===== src/rtl/rv32_id_stage.sv =====
// rv32_id_stage: RV32I decode, register-file read selects, ID/EX register and load-use interlock.
// Latency: 1 cycle from IF/ID acceptance to ex_valid; register-file read data lands alongside it.
// Backpressure: ex_ready=0 holds ID/EX and drops id_ready; flush kills ID/EX and the incoming word.
//
// Optional feature macro: RV32_ID_LOAD_USE_STALL_EN. When defined, a load in ID/EX whose rd feeds
// the instruction in IF/ID inserts one bubble. When undefined, hazard is tied low, id_ready follows
// ex_ready, and load-use ordering is left to the compiler or an external unit.
//
// Ports:
//   clk, rst                  pipeline clock; synchronous active-high reset
//   if_valid, if_instr, if_pc IF/ID instruction offer
//   id_ready                  ID accepts if_instr this cycle (combinational)
//   flush                     EX redirect: kill ID/EX and the incoming instruction
//   ex_ready                  EX can take a new ID/EX entry
//   sel_s1, sel_s2            register-file read selects (combinational)
//   ex_*                      ID/EX pipeline register: valid, pc, imm, indices, raw fields, controls
module rv32_id_stage (
  input  logic        clk,
  input  logic        rst,
  input  logic        if_valid,
  input  logic [31:0] if_instr,
  input  logic [31:0] if_pc,
  output logic        id_ready,
  input  logic        flush,
  input  logic        ex_ready,
  output logic [4:0]  sel_s1,
  output logic [4:0]  sel_s2,
  output logic        ex_valid,
  output logic [31:0] ex_pc,
  output logic [31:0] ex_imm,
  output logic [4:0]  ex_rd,
  output logic [4:0]  ex_rs1,
  output logic [4:0]  ex_rs2,
  output logic [6:0]  ex_opcode,
  output logic [2:0]  ex_funct3,
  output logic        ex_funct7b5,
  output logic        ex_mem_read,
  output logic        ex_mem_write,
  output logic        ex_reg_write,
  output logic        ex_branch,
  output logic        ex_jump,
  output logic        ex_alu_src_imm,
  output logic        ex_illegal
);

  localparam logic [6:0] OPC_LUI    = 7'b0110111;
  localparam logic [6:0] OPC_AUIPC  = 7'b0010111;
  localparam logic [6:0] OPC_JAL    = 7'b1101111;
  localparam logic [6:0] OPC_JALR   = 7'b1100111;
  localparam logic [6:0] OPC_BRANCH = 7'b1100011;
  localparam logic [6:0] OPC_LOAD   = 7'b0000011;
  localparam logic [6:0] OPC_STORE  = 7'b0100011;
  localparam logic [6:0] OPC_OPIMM  = 7'b0010011;
  localparam logic [6:0] OPC_OP     = 7'b0110011;

  // ID/EX payload (everything except the valid bit)
  typedef struct packed {
    logic [31:0] pc;
    logic [31:0] imm;
    logic [4:0]  rd;
    logic [4:0]  rs1;
    logic [4:0]  rs2;
    logic [6:0]  opcode;
    logic [2:0]  funct3;
    logic        funct7b5;
    logic        mem_read;
    logic        mem_write;
    logic        reg_write;
    logic        branch;
    logic        jump;
    logic        alu_src_imm;
    logic        illegal;
  } idex_t;

  idex_t dec;
  idex_t ex_q;
  logic  ex_valid_q;
  logic  hazard;

  logic [31:0] imm_i, imm_s, imm_b, imm_u, imm_j;

  assign imm_i = {{20{if_instr[31]}}, if_instr[31:20]};
  assign imm_s = {{20{if_instr[31]}}, if_instr[31:25], if_instr[11:7]};
  assign imm_b = {{19{if_instr[31]}}, if_instr[31], if_instr[7], if_instr[30:25],
                  if_instr[11:8], 1'b0};
  assign imm_u = {if_instr[31:12], 12'b0};
  assign imm_j = {{11{if_instr[31]}}, if_instr[31], if_instr[19:12], if_instr[20],
                  if_instr[30:21], 1'b0};

  // Decode of the instruction currently offered by IF/ID
  always_comb begin
    dec          = '0;
    dec.pc       = if_pc;
    dec.rd       = if_instr[11:7];
    dec.rs1      = if_instr[19:15];
    dec.rs2      = if_instr[24:20];
    dec.opcode   = if_instr[6:0];
    dec.funct3   = if_instr[14:12];
    dec.funct7b5 = if_instr[30];
    case (if_instr[6:0])
      OPC_LUI, OPC_AUIPC: begin
        dec.imm         = imm_u;
        dec.reg_write   = 1'b1;
        dec.alu_src_imm = 1'b1;
      end
      OPC_JAL: begin
        dec.imm         = imm_j;
        dec.reg_write   = 1'b1;
        dec.jump        = 1'b1;
        dec.alu_src_imm = 1'b1;
      end
      OPC_JALR: begin
        dec.imm         = imm_i;
        dec.reg_write   = 1'b1;
        dec.jump        = 1'b1;
        dec.alu_src_imm = 1'b1;
      end
      OPC_BRANCH: begin
        dec.imm    = imm_b;
        dec.branch = 1'b1;
      end
      OPC_LOAD: begin
        dec.imm         = imm_i;
        dec.mem_read    = 1'b1;
        dec.reg_write   = 1'b1;
        dec.alu_src_imm = 1'b1;
      end
      OPC_STORE: begin
        dec.imm         = imm_s;
        dec.mem_write   = 1'b1;
        dec.alu_src_imm = 1'b1;
      end
      OPC_OPIMM: begin
        dec.imm         = imm_i;
        dec.reg_write   = 1'b1;
        dec.alu_src_imm = 1'b1;
      end
      OPC_OP: begin
        dec.reg_write = 1'b1;
      end
      default: begin
        dec.illegal = 1'b1;
      end
    endcase
    // x0 is hardwired; never request a writeback to it
    if (if_instr[11:7] == 5'd0) dec.reg_write = 1'b0;
  end

`ifdef RV32_ID_LOAD_USE_STALL_EN
  logic [6:0] opc;
  logic       rs1_used, rs2_used;

  assign opc      = if_instr[6:0];
  assign rs1_used = (opc == OPC_JALR) || (opc == OPC_BRANCH) || (opc == OPC_LOAD) ||
                    (opc == OPC_STORE) || (opc == OPC_OPIMM) || (opc == OPC_OP);
  assign rs2_used = (opc == OPC_BRANCH) || (opc == OPC_STORE) || (opc == OPC_OP);

  // Load data only exists after MEM, so a consumer directly behind a load must wait one slot
  assign hazard = ex_valid_q && ex_q.mem_read && (ex_q.rd != 5'd0) && if_valid &&
                  ((rs1_used && (if_instr[19:15] == ex_q.rd)) ||
                   (rs2_used && (if_instr[24:20] == ex_q.rd)));
`else
  assign hazard = 1'b0;
`endif

  assign id_ready = ex_ready && !hazard;

  // While EX stalls, the held entry re-reads its own sources so late writebacks are seen
  assign sel_s1 = ex_ready ? if_instr[19:15] : ex_q.rs1;
  assign sel_s2 = ex_ready ? if_instr[24:20] : ex_q.rs2;

  always_ff @(posedge clk) begin
    if (rst) begin
      ex_valid_q <= 1'b0;
      ex_q       <= '0;
    end else if (flush) begin
      ex_valid_q <= 1'b0;
    end else if (ex_ready) begin
      if (hazard) begin
        ex_valid_q <= 1'b0;
      end else if (if_valid) begin
        ex_valid_q <= 1'b1;
        ex_q       <= dec;
      end else begin
        ex_valid_q <= 1'b0;
      end
    end
  end

  assign ex_valid       = ex_valid_q;
  assign ex_pc          = ex_q.pc;
  assign ex_imm         = ex_q.imm;
  assign ex_rd          = ex_q.rd;
  assign ex_rs1         = ex_q.rs1;
  assign ex_rs2         = ex_q.rs2;
  assign ex_opcode      = ex_q.opcode;
  assign ex_funct3      = ex_q.funct3;
  assign ex_funct7b5    = ex_q.funct7b5;
  assign ex_mem_read    = ex_q.mem_read;
  assign ex_mem_write   = ex_q.mem_write;
  assign ex_reg_write   = ex_q.reg_write;
  assign ex_branch      = ex_q.branch;
  assign ex_jump        = ex_q.jump;
  assign ex_alu_src_imm = ex_q.alu_src_imm;
  assign ex_illegal     = ex_q.illegal;

endmodule


===== config.mk =====
export PLATFORM = sky130hd
export DESIGN_NAME = rv32_id_stage
export DESIGN_NICKNAME = d
export VERILOG_FILES = /design/src/rtl/rv32_id_stage.sv
export SDC_FILE = /design/constraint.sdc
export NUM_CORES = 1
export LEC_CHECK = 0
export CAP_MARGIN = 20
export CORE_ASPECT_RATIO = 2
export CORE_MARGIN = 5
export CORE_UTILIZATION = 41
export CTS_BUF_LIST = sky130_fd_sc_hd__clkbuf_2
export CTS_CLUSTER_SIZE = 10
export DETAILED_ROUTE_END_ITERATION = 10
export PLACE_DENSITY = 0.8
export SYNTH_ARGS = -nofsm -noshare
export SYNTH_HDL_FRONTEND = slang
export SYNTH_SLANG_ARGS = --single-unit

===== constraint.sdc =====
create_clock -name clk -period 3.6 [get_ports clk]
set_clock_uncertainty 0.1 [all_clocks]
set_input_delay 0.54 -clock clk [delete_from_list [all_inputs] [get_ports clk]]
set_output_delay 0.54 -clock clk [all_outputs]
set_load 0.01 [all_outputs]

==> reports/metrics.cfg <==
[critical_path]
end_kind = output port
r2r_setup_slack_ps = 2770
critPathKind = input port to output port
startpoint_type = input port
crit_arrival_ps = 2100
startpoint = ex_ready
r2r-start = ex_valid
cp_max_fo = 13
reg2reg_to = ex_valid
endpoint = sel_s2[0]
cp.required_ps = 2960
rr_worst_depth = 2

[synthesis]
synth_compound_area_frac = 0.194
synth_area_per_cell_sq_um = 8.06
synth_cell_type_count = 37
ys_seq_elements = 98
synth_edf_count = 0
syn_nets = 537
async_flop_share = 0
synth-simple-area-share = 0.206
ys_seq_area_frac = 0.520
postSynthCellCount = 468
synth_flop_cell = dfxtp_1
synth_warnings = 0
synth_xor_area_frac = 0
synth_area_sq_um = 3770
synth_top_family_by_area = simple AND/OR/NAND/NOR gates
synthMuxAreaShare = 0.0368
synth_fa_ha_area_frac = 0

[power]
power_frac_seq = 0.585
clkPwrFrac = 0.268
p_sw_uw = 496
p_comb_frac = 0.148
leakage_nw = 1.92
internal_power_mw = 1.43
p_per_area_nw_per_um2 = 337
netSwitchingFraction = 0.258
peakVddDrop_uv = 206

[clocking]
cts_root_buffer = clkbuf_2
clk-insertion-delay-late_ps = 550
clockBufferDepth = 2
numCtsBuffers = 9
cts_hold_buffers = 0
cts.sinks = 98
clk_pin_slew_ps = 220
cts_tree = yes
ctsHtreeMaxLevel = 3
cts_setup_buffers = 0
postCtsResizedCells = 0

[floorplanning]
initial_utilization = 0.418
core-area_sq_um = 9010
io_pins = 178
fp.dieW_microns = 77.8
die_area_sq_um = 11300
num_rows = 49
die_y_microns = 146

[route]
drc = 0
first_pass_iters = 4
wl_mm = 12.7
vias = 3895
antenna_left = 0
wl_per_cell_microns = 17.2
via_per_inst = 5.28
drtIter0Drc = 288

[sta]
worst-slew-pin-transition_ps = 988
fmax_mhz = 365
period_share = 0.762
rsz0062_at_grt = no
fin_ws_ps = 858
fin_crit_ps = 2740
setup_viol = 0
tns_ps = 0
relSlewSlack = 0.341
hold_viol_final = 0
finalMaxSlewViolations = 0
whs_ps = 331

[layout]
nNetsFinal = 698
finalNonFillerCells = 737
area_delta_synth_final_pct = 51.0
layout_commonest_cell = clkdlybuf4s50_1
final_cell_mix = clkdlybuf4s50_1 (176), nand2_1 (149), dfxtp_1 (98)
fill_cells = 809
drive_gt1_frac = 0.0678

[placed_design]
dp_cells = 720
hpwlAfterDp_mm = 9.63
place_congestion = 0.871
io_buffers = 177
post-place-ws_ps = 638

[run]
drv_cap = 0

[grt]
overflow = 0
grt_usage = 0.221
antenna_found_initial = 1
grt_pass1_vias = 3826
grt_pass1_wl_mm = 19.8
grt_max_degree = 51

[worst_hold_path]
hold_class = input port to flip-flop

[status]
status = complete, no violations

## logic make-up (layout without fill, tap and decap cells)
kind of cell           count (synthesis)  after routing
AND/OR/NAND/NOR                      189            189
AO/OA/AOI/OAI                        132            132
flip-flops                            98             98
buffers and inverters                 37            203
multiplexers                          12             12
other                                  0              1
## cells in the mapped netlist (2+ instances only)
library cell	number	share of area
nand3_1	2	0.0027
inv_1	2	0.0020
nor2_1	17	0.017
nand2_1	149	0.15
buf_4	4	0.0080
nand2b_1	2	0.0033
buf_1	7	0.0070
mux2_2	11	0.033
o211ai_1	2	0.0040
dfxtp_1	98	0.52
clkbuf_1	19	0.019
a21oi_1	85	0.11
a22oi_1	11	0.022
o21ai_0	4	0.0053
buf_2	4	0.0053
nor3_1	6	0.0080
nor4_1	2	0.0033
o21ai_1	24	0.032
## power by group through the flow
stage          Sequential (mW)  Combinational (mW)  Clock [mW]
2_1_floorplan             1.15              0.0957           0
3_3_place_gp              1.14               0.278           0
3_5_place_dp              1.14               0.283           0
4_1_cts                   1.12               0.284       0.534
5_1_grt                   1.13               0.301       0.574
6_report                  1.12               0.284       0.514
## through the flow
stage | area [sq um] | power [mW] | utilization
3_3_place_gp | 5580 | 1.42 | 0.619
3_5_place_dp | 5580 | 1.43 | 0.619
6_report | 5690 | 1.92 | 0.632
5_1_grt | 5690 | 2.00 | 0.632
2_1_floorplan | 3770 | 1.25 | -
4_1_cts | 5690 | 1.94 | 0.632
## layout make-up
class                           count  area, sq um  area share
Multi-Input combinational cell    333         1660       0.291
Timing Repair Buffer              185         1830       0.321
Clock buffer                       11         55.1     0.00967
Sequential cell                    98         1960       0.345
Antenna cell                        1         2.50    0.000439
Tap cell                          102          128      0.0224
Clock inverter                      5         55.1     0.00967
Inverter                            2         7.51     0.00132
## critical path: stages
cell and delay [ps]:
clkdlybuf4s50_1 460, buf_4 230, mux2_2 350, clkdlybuf4s50_1 510
## state kept, by name (all words and copies together), names as in the netlist, 3 cells and up
signal / cells
ex_imm: 32
ex_rd: 5
ex_rs1: 5
ex_funct3: 3
ex_pc: 32
ex_rs2: 5
ex_opcode: 7
## metal layers
layer	share of wire	vias to the layer above	wire, microns	global-route usage
met3	0.062	38	792	0.0533
met1	0.35	1805	4410	0.239
met4	0.043	0	550	0.117
met2	0.55	162	6940	0.387
met5	0	-	0	0
li1	-	1890	-	-
## worst min path at each step
| stage | from | to | slack [ps] | cells past startpoint |
|---|---|---|---|---|
| 3_5_place_dp | ex_imm[24] | ex_imm[24] | 340 | 2 |
| 2_1_floorplan | ex_imm[12] | ex_imm[12] | 370 | 2 |
| 4_1_cts | rst | ex_mem_read | 260 | 2 |
| 3_3_place_gp | ex_imm[24] | ex_imm[24] | 330 | 2 |
| 6_report | rst | ex_jump | 330 | 2 |
| 5_1_grt | rst | ex_rs1[3] | 300 | 2 |
No activity file was read; power rests on OpenSTA's default activity.
